File: src/rtl/ysyx_25020047_lsu_if.sv
// Decode/memory/writeback signal bundle for the load/store unit.
// Valid/ready: a transfer happens on a rising clk edge where valid and ready are both high; once raised, valid and its payload stay stable until that edge.
interface ysyx_25020047_lsu_if;
  logic        in_valid;
  logic        in_ready;
  logic [3:0]  in_op;
  logic [31:0] in_rs1;
  logic [31:0] in_rs2;
  logic [31:0] in_imm;

  logic        mem_req_valid;
  logic        mem_req_ready;
  logic [31:0] mem_addr;
  logic        mem_wen;
  logic [31:0] mem_wdata;
  logic [3:0]  mem_wmask;
  logic        mem_resp_valid;
  logic [31:0] mem_rdata;

  logic        out_valid;
  logic        out_ready;
  logic [31:0] out_rdata;
  logic        out_err;

  modport slave (
    input  in_valid, in_op, in_rs1, in_rs2, in_imm,
    input  mem_req_ready, mem_resp_valid, mem_rdata,
    input  out_ready,
    output in_ready,
    output mem_req_valid, mem_addr, mem_wen, mem_wdata, mem_wmask,
    output out_valid, out_rdata, out_err
  );

  modport master (
    output in_valid, in_op, in_rs1, in_rs2, in_imm,
    output mem_req_ready, mem_resp_valid, mem_rdata,
    output out_ready,
    input  in_ready,
    input  mem_req_valid, mem_addr, mem_wen, mem_wdata, mem_wmask,
    input  out_valid, out_rdata, out_err
  );
endinterface

File: src/rtl/ysyx_25020047_lsu.sv
// Single-outstanding load/store unit: lw, lbu, sw, sb with misalignment check
// and a response watchdog; every output except in_ready is registered.
module ysyx_25020047_lsu #(
  parameter int unsigned TIMEOUT = 255
) (
  input  logic                clk,
  input  logic                rst,
  ysyx_25020047_lsu_if.slave  bus,
  output logic [1:0]          dbg_state_o
);

  typedef enum logic [1:0] {S_IDLE, S_REQ, S_WAIT, S_DONE} state_e;
  typedef enum logic [1:0] {K_LW, K_LBU, K_SW, K_SB} kind_e;

  localparam logic [15:0] CNT_LAST = 16'(TIMEOUT - 1);

  state_e      state_q, state_d;
  kind_e       kind_q, kind_d;
  logic [1:0]  boff_q, boff_d;
  logic [15:0] cnt_q, cnt_d;
  logic        req_valid_q, req_valid_d;
  logic [31:0] addr_q, addr_d;
  logic        wen_q, wen_d;
  logic [31:0] wdata_q, wdata_d;
  logic [3:0]  wmask_q, wmask_d;
  logic        out_valid_q, out_valid_d;
  logic [31:0] rdata_q, rdata_d;
  logic        err_q, err_d;

  logic [31:0] ea;
  kind_e       acc_kind;
  logic        acc_none;
  logic        acc_misaligned;
  logic        in_ready_w;

  assign in_ready_w = (state_q == S_IDLE) && !rst;

  // Decode with priority lw > lbu > sw > sb; no bit set means no access.
  always_comb begin
    ea       = bus.in_rs1 + bus.in_imm;
    acc_kind = K_LW;
    acc_none = 1'b0;
    if (bus.in_op[0])      acc_kind = K_LW;
    else if (bus.in_op[1]) acc_kind = K_LBU;
    else if (bus.in_op[2]) acc_kind = K_SW;
    else if (bus.in_op[3]) acc_kind = K_SB;
    else                   acc_none = 1'b1;
    acc_misaligned = !acc_none && (acc_kind == K_LW || acc_kind == K_SW) && (ea[1:0] != 2'b00);
  end

  always_comb begin
    state_d     = state_q;
    kind_d      = kind_q;
    boff_d      = boff_q;
    cnt_d       = cnt_q;
    req_valid_d = req_valid_q;
    addr_d      = addr_q;
    wen_d       = wen_q;
    wdata_d     = wdata_q;
    wmask_d     = wmask_q;
    out_valid_d = out_valid_q;
    rdata_d     = rdata_q;
    err_d       = err_q;
    case (state_q)
      S_IDLE: begin
        if (bus.in_valid && in_ready_w) begin
          kind_d = acc_kind;
          boff_d = ea[1:0];
          if (acc_none || acc_misaligned) begin
            state_d     = S_DONE;
            out_valid_d = 1'b1;
            rdata_d     = 32'h0;
            err_d       = acc_misaligned;
          end else begin
            state_d     = S_REQ;
            req_valid_d = 1'b1;
            addr_d      = {ea[31:2], 2'b00};
            wen_d       = (acc_kind == K_SW) || (acc_kind == K_SB);
            wdata_d     = 32'h0;
            wmask_d     = 4'b0000;
            if (acc_kind == K_SW) begin
              wdata_d = bus.in_rs2;
              wmask_d = 4'b1111;
            end else if (acc_kind == K_SB) begin
              wdata_d = {4{bus.in_rs2[7:0]}};
              wmask_d = 4'b0001 << ea[1:0];
            end
          end
        end
      end
      S_REQ: begin
        if (bus.mem_req_ready) begin
          req_valid_d = 1'b0;
          cnt_d       = 16'd0;
          state_d     = S_WAIT;
        end
      end
      S_WAIT: begin
        // A response arriving in the last allowed cycle still wins over the timeout.
        if (bus.mem_resp_valid) begin
          state_d     = S_DONE;
          out_valid_d = 1'b1;
          err_d       = 1'b0;
          case (kind_q)
            K_LW:    rdata_d = bus.mem_rdata;
            K_LBU:   rdata_d = {24'h0, bus.mem_rdata[{boff_q, 3'b000} +: 8]};
            default: rdata_d = 32'h0;
          endcase
        end else if (cnt_q == CNT_LAST) begin
          state_d     = S_DONE;
          out_valid_d = 1'b1;
          err_d       = 1'b1;
          rdata_d     = 32'h0;
        end else begin
          cnt_d = cnt_q + 16'd1;
        end
      end
      S_DONE: begin
        if (bus.out_ready) begin
          out_valid_d = 1'b0;
          state_d     = S_IDLE;
        end
      end
      default: state_d = S_IDLE;
    endcase
  end

  always_ff @(posedge clk) begin
    if (rst) begin
      state_q     <= S_IDLE;
      kind_q      <= K_LW;
      boff_q      <= 2'b00;
      cnt_q       <= 16'd0;
      req_valid_q <= 1'b0;
      addr_q      <= 32'h0;
      wen_q       <= 1'b0;
      wdata_q     <= 32'h0;
      wmask_q     <= 4'b0000;
      out_valid_q <= 1'b0;
      rdata_q     <= 32'h0;
      err_q       <= 1'b0;
    end else begin
      state_q     <= state_d;
      kind_q      <= kind_d;
      boff_q      <= boff_d;
      cnt_q       <= cnt_d;
      req_valid_q <= req_valid_d;
      addr_q      <= addr_d;
      wen_q       <= wen_d;
      wdata_q     <= wdata_d;
      wmask_q     <= wmask_d;
      out_valid_q <= out_valid_d;
      rdata_q     <= rdata_d;
      err_q       <= err_d;
    end
  end

  assign bus.in_ready      = in_ready_w;
  assign bus.mem_req_valid = req_valid_q;
  assign bus.mem_addr      = addr_q;
  assign bus.mem_wen       = wen_q;
  assign bus.mem_wdata     = wdata_q;
  assign bus.mem_wmask     = wmask_q;
  assign bus.out_valid     = out_valid_q;
  assign bus.out_rdata     = rdata_q;
  assign bus.out_err       = err_q;
  assign dbg_state_o       = state_q;

endmodule

File: src/flat_wrapper.sv
// flat-port wrapper written by rule: the top's interface ports become plain ports
module ysyx_25020047_lsu_flat 
#(
  parameter int unsigned TIMEOUT = 255
)
  (clk, rst, dbg_state_o, bus_in_valid, bus_in_op, bus_in_rs1, bus_in_rs2, bus_in_imm, bus_mem_req_ready, bus_mem_resp_valid, bus_mem_rdata, bus_out_ready, bus_in_ready, bus_mem_req_valid, bus_mem_addr, bus_mem_wen, bus_mem_wdata, bus_mem_wmask, bus_out_valid, bus_out_rdata, bus_out_err);
  ysyx_25020047_lsu_if bus_i ();
  input  logic clk;
  input  logic rst;
  output logic [1:0] dbg_state_o;
  input wire logic [$bits(bus_i.in_valid)-1:0] bus_in_valid;
  input wire logic [$bits(bus_i.in_op)-1:0] bus_in_op;
  input wire logic [$bits(bus_i.in_rs1)-1:0] bus_in_rs1;
  input wire logic [$bits(bus_i.in_rs2)-1:0] bus_in_rs2;
  input wire logic [$bits(bus_i.in_imm)-1:0] bus_in_imm;
  input wire logic [$bits(bus_i.mem_req_ready)-1:0] bus_mem_req_ready;
  input wire logic [$bits(bus_i.mem_resp_valid)-1:0] bus_mem_resp_valid;
  input wire logic [$bits(bus_i.mem_rdata)-1:0] bus_mem_rdata;
  input wire logic [$bits(bus_i.out_ready)-1:0] bus_out_ready;
  output wire logic [$bits(bus_i.in_ready)-1:0] bus_in_ready;
  output wire logic [$bits(bus_i.mem_req_valid)-1:0] bus_mem_req_valid;
  output wire logic [$bits(bus_i.mem_addr)-1:0] bus_mem_addr;
  output wire logic [$bits(bus_i.mem_wen)-1:0] bus_mem_wen;
  output wire logic [$bits(bus_i.mem_wdata)-1:0] bus_mem_wdata;
  output wire logic [$bits(bus_i.mem_wmask)-1:0] bus_mem_wmask;
  output wire logic [$bits(bus_i.out_valid)-1:0] bus_out_valid;
  output wire logic [$bits(bus_i.out_rdata)-1:0] bus_out_rdata;
  output wire logic [$bits(bus_i.out_err)-1:0] bus_out_err;
  assign bus_i.in_valid = bus_in_valid;
  assign bus_i.in_op = bus_in_op;
  assign bus_i.in_rs1 = bus_in_rs1;
  assign bus_i.in_rs2 = bus_in_rs2;
  assign bus_i.in_imm = bus_in_imm;
  assign bus_i.mem_req_ready = bus_mem_req_ready;
  assign bus_i.mem_resp_valid = bus_mem_resp_valid;
  assign bus_i.mem_rdata = bus_mem_rdata;
  assign bus_i.out_ready = bus_out_ready;
  assign bus_in_ready = bus_i.in_ready;
  assign bus_mem_req_valid = bus_i.mem_req_valid;
  assign bus_mem_addr = bus_i.mem_addr;
  assign bus_mem_wen = bus_i.mem_wen;
  assign bus_mem_wdata = bus_i.mem_wdata;
  assign bus_mem_wmask = bus_i.mem_wmask;
  assign bus_out_valid = bus_i.out_valid;
  assign bus_out_rdata = bus_i.out_rdata;
  assign bus_out_err = bus_i.out_err;
  ysyx_25020047_lsu #(.TIMEOUT(TIMEOUT)) u_core (.clk(clk), .rst(rst), .bus(bus_i), .dbg_state_o(dbg_state_o));
endmodule
File: config.mk
export PLATFORM = sky130hd
export DESIGN_NAME = ysyx_25020047_lsu_flat
export DESIGN_NICKNAME = d
export VERILOG_FILES = /design/src/rtl/ysyx_25020047_lsu_if.sv /design/src/rtl/ysyx_25020047_lsu.sv /design/src/flat_wrapper.sv
export SDC_FILE = /design/constraint.sdc
export NUM_CORES = 1
export LEC_CHECK = 0
export ABC_AREA = 1
export BUFFER_PORTS_ARGS = -buffer_cell sky130_fd_sc_hd__buf_2
export CORE_UTILIZATION = 40
export CTS_CLUSTER_SIZE = 25
export DETAILED_ROUTE_END_ITERATION = 8
export PLACE_DENSITY = 0.75
export SLEW_MARGIN = 0
export SYNTH_ARGS = -nofsm -noshare
export SYNTH_HDL_FRONTEND = slang
export SYNTH_SLANG_ARGS = --single-unit
File: constraint.sdc
create_clock -name clk -period 2.9 [get_ports clk]
set_clock_uncertainty 0.2 [all_clocks]
set_input_delay 0.58 -clock clk [delete_from_list [all_inputs] [get_ports clk]]
set_output_delay 0.58 -clock clk [all_outputs]
set_load 0.03 [all_outputs]
==> flow_metrics.env <==
export IMPL_cts_hold_buffers=0
export IMPL_ios=245
export IMPL_ys_top_cells_by_area="dfxtp_1, nand2_1, inv_1"
export IMPL_cts_root_buffer="clkbuf_16"
export IMPL_hp_class="primary input to register"
export IMPL_ys_warnings_count=0
export IMPL_cts_resized=0
export IMPL_clk_pin_slew_worst_paths_ps=60
export IMPL_synth_cells=1311
export IMPL_crit_required_ps=2120
export IMPL_grt_use_total=0.236
export IMPL_ctsHtreeMaxLevel=4
export IMPL_die_h_um=145
export IMPL_status="complete, no violations"
export IMPL_synthMostInstantiatedCell="nand2_1"
export IMPL_finalHoldViolations=0
export IMPL_row_count=52
export IMPL_diodes=0
export IMPL_first_pass_iters=5
export IMPL_synthArstFlopShare=0
export IMPL_dominantRegCellSynth="dfxtp_1"
export IMPL_grt_ovfl_total=0
export IMPL_finalMaxSlewViolations=0
export IMPL_finalCritPeriodShare=0.846
export IMPL_dp_hpwl_um=18800
export IMPL_p_per_area_nw_per_um2=761
export IMPL_tightest_slew_ps=629
export IMPL_drc=0
export IMPL_die_area_um2=21100
export IMPL_fp_dieW_um=145
export IMPL_synth_edff_count=0
export IMPL_grt_pass1_wl_um=40400
export IMPL_startpoint_type="register"
export IMPL_yosysTopAreaCell="dfxtp_1"
export IMPL_grt_max_degree=75
export IMPL_rsz0062_at_grt="false"
export IMPL_place_congestion=0.951
export IMPL_drive_above_1_share=0.206
export IMPL_totalWireLength_um=24600
export IMPL_timing_hold_ws_ps=232
export IMPL_clock_latency_ps=410
export IMPL_crit_type="register to output pin"
export IMPL_ys_top_cells_by_count="nand2_1, inv_1, nor2_1, dfxtp_1, nand3_1"
export IMPL_avgSynthCellArea_um2=6.27
export IMPL_fillerInstances=2070
export IMPL_wire_per_inst_um=13.5
export IMPL_period_needed_ps=2450
export IMPL_clockBufferDepth=2
export IMPL_cts_tree="yes"
export IMPL_vias_per_cell=5.01
export IMPL_ys_seq_elements=124
export IMPL_cp_max_fo=6
export IMPL_floorplan_initialDensity=0.408
export IMPL_setup_violations_final=0
export IMPL_drt_iter0_markers=515
export IMPL_num_nets_final=1712
export IMPL_slew_headroom=0.579
export IMPL_grt_antenna_before_repair=1
export IMPL_peakVddDrop_mv=0.440
export IMPL_synth_top_area_frac=0.302
export IMPL_first_global_vias=8394
export IMPL_max_freq_mhz=408
export IMPL_cts_setup_buffers=0
export IMPL_core_um2=20200
export IMPL_synth_area_um2=8220
export IMPL_via_count=9099
export IMPL_ys_types=40
export IMPL_io_buffer_count=242
export IMPL_ant_nets=0
export IMPL_setup_tns_ps=0
export IMPL_p_leak_nw=5.26
export IMPL_critical_path_endpoint_type="output pin"
export IMPL_crit_arrival_ps=1670
export IMPL_syn_to_final_growth_pct=24.3
export IMPL_cts_buffers=17
export IMPL_yosysSeqAreaShare=0.302
export IMPL_cap_violations=0
export IMPL_cts_sinks=124
[layout by cell type, fill, tap and decap left out, types with 2 or more instances in the layout]
cell,instances
clkinvlp_4,6
inv_2,5
clkinv_2,3
a21oi_2,2
a21oi_1,91
nor3_1,9
a31oi_1,27
xor2_1,10
a22oi_1,8
nand3b_1,5
nand3_1,112
and2_1,2
dfxtp_1,124
nor2_2,3
o21a_1,18
nor2_4,3
bufinv_16,2
xnor2_1,10
buf_2,242
nand2_2,4
buf_4,19
buf_12,3
o21ai_4,2
nor2_1,142
ha_1,38
clkbuf_8,4
nand2_1,370
o21bai_1,2
conb_1,2
nand4_1,12
inv_1,160
clkbuf_16,17
o21ai_0,81
o211ai_1,2
[power by group]
part / total, mW / leakage, nW / internal, mW / switching, mW
clock network: 2.14 / 0.275 / 1.35 / 0.792
logic: 3.41 / 3.97 / 1.11 / 2.30
registers: 2.23 / 1.01 / 2.03 / 0.202
[critical path, stage by stage, from the launching register on]
cell and delay, ps:
dfxtp_1 340, inv_1 130, ha_1 340, inv_1 130, nor2_1 110, buf_2 200
[through the flow]
stage          setup slack [ps]  cell area, µm²  utilization  total power [mW]  cells
2_1_floorplan               350            8220            -              4.87   1312
3_3_place_gp                135            9620        0.477              5.58   1786
3_5_place_dp               92.7            9620        0.477              5.64   1786
4_1_cts                     400           10200        0.507              7.80   1817
5_1_grt                     287           10200        0.507              8.29   1817
6_report                    447           10200        0.507              7.78   1817
[cell families (layout without fill, tap and decap cells)]
family | count (synthesis) | in the layout | synth area share
DFF | 124 | 124 | 0.302
buffers and inverters | 226 | 461 | 0.121
adders and majority gates | 39 | 39 | 0.0603
and+or+nand+nor | 664 | 664 | 0.333
AOI/OAI and AO/OA | 237 | 237 | 0.162
other | 1 | 2 | 0.000456
xor gates and xnor gates | 20 | 20 | 0.0213
[final cells by class]
type	count	area, µm²	share of cell area
clock buffers	21	480	0.0470
clock inverters	10	115	0.0113
inverters	166	624	0.0611
multi-input cells	962	4760	0.466
flip-flops and latches	124	2480	0.243
well taps	270	338	0.0331
repair buffers	264	1410	0.138
[layer usage]
metal / GRT usage / vias up / part of all wire
met5: 0 / - / 0.00053
met4: 0.106 / 2 / 0.033
met3: 0.0414 / 51 / 0.058
met2: 0.409 / 307 / 0.48
met1: 0.285 / 4075 / 0.42
li1: - / 4664 / -
[state kept, by name (all words and copies together), names as in the netlist]
signal and cells:
u_core.bus.out_err 1, u_core.bus.out_valid 1, u_core.bus.mem_wdata 32, u_core.bus.mem_wmask 4, u_core.bus.out_rdata 32, u_core.bus.mem_wen 1
u_core.bus.mem_req_valid 1, u_core.bus.mem_addr 30, u_core.dbg_state_o 2, u_core.boff_q 2, u_core.cnt_q 16, u_core.kind_q 2
[final timing paths]
check | cells past startpoint | to | start | slack, ps
max reg2reg | 9 | u_core.bus.mem_addr[27] | u_core.dbg_state_o[1] | 500
min | 3 | u_core.bus.mem_wdata[2] | bus_in_rs2[2] | 230
min reg2reg | 2 | u_core.bus.mem_wdata[2] | u_core.bus.mem_wdata[2] | 250
max | 5 | bus_in_ready | u_core.dbg_state_o[1] | 450
Power figures use the tool's default switching activity.
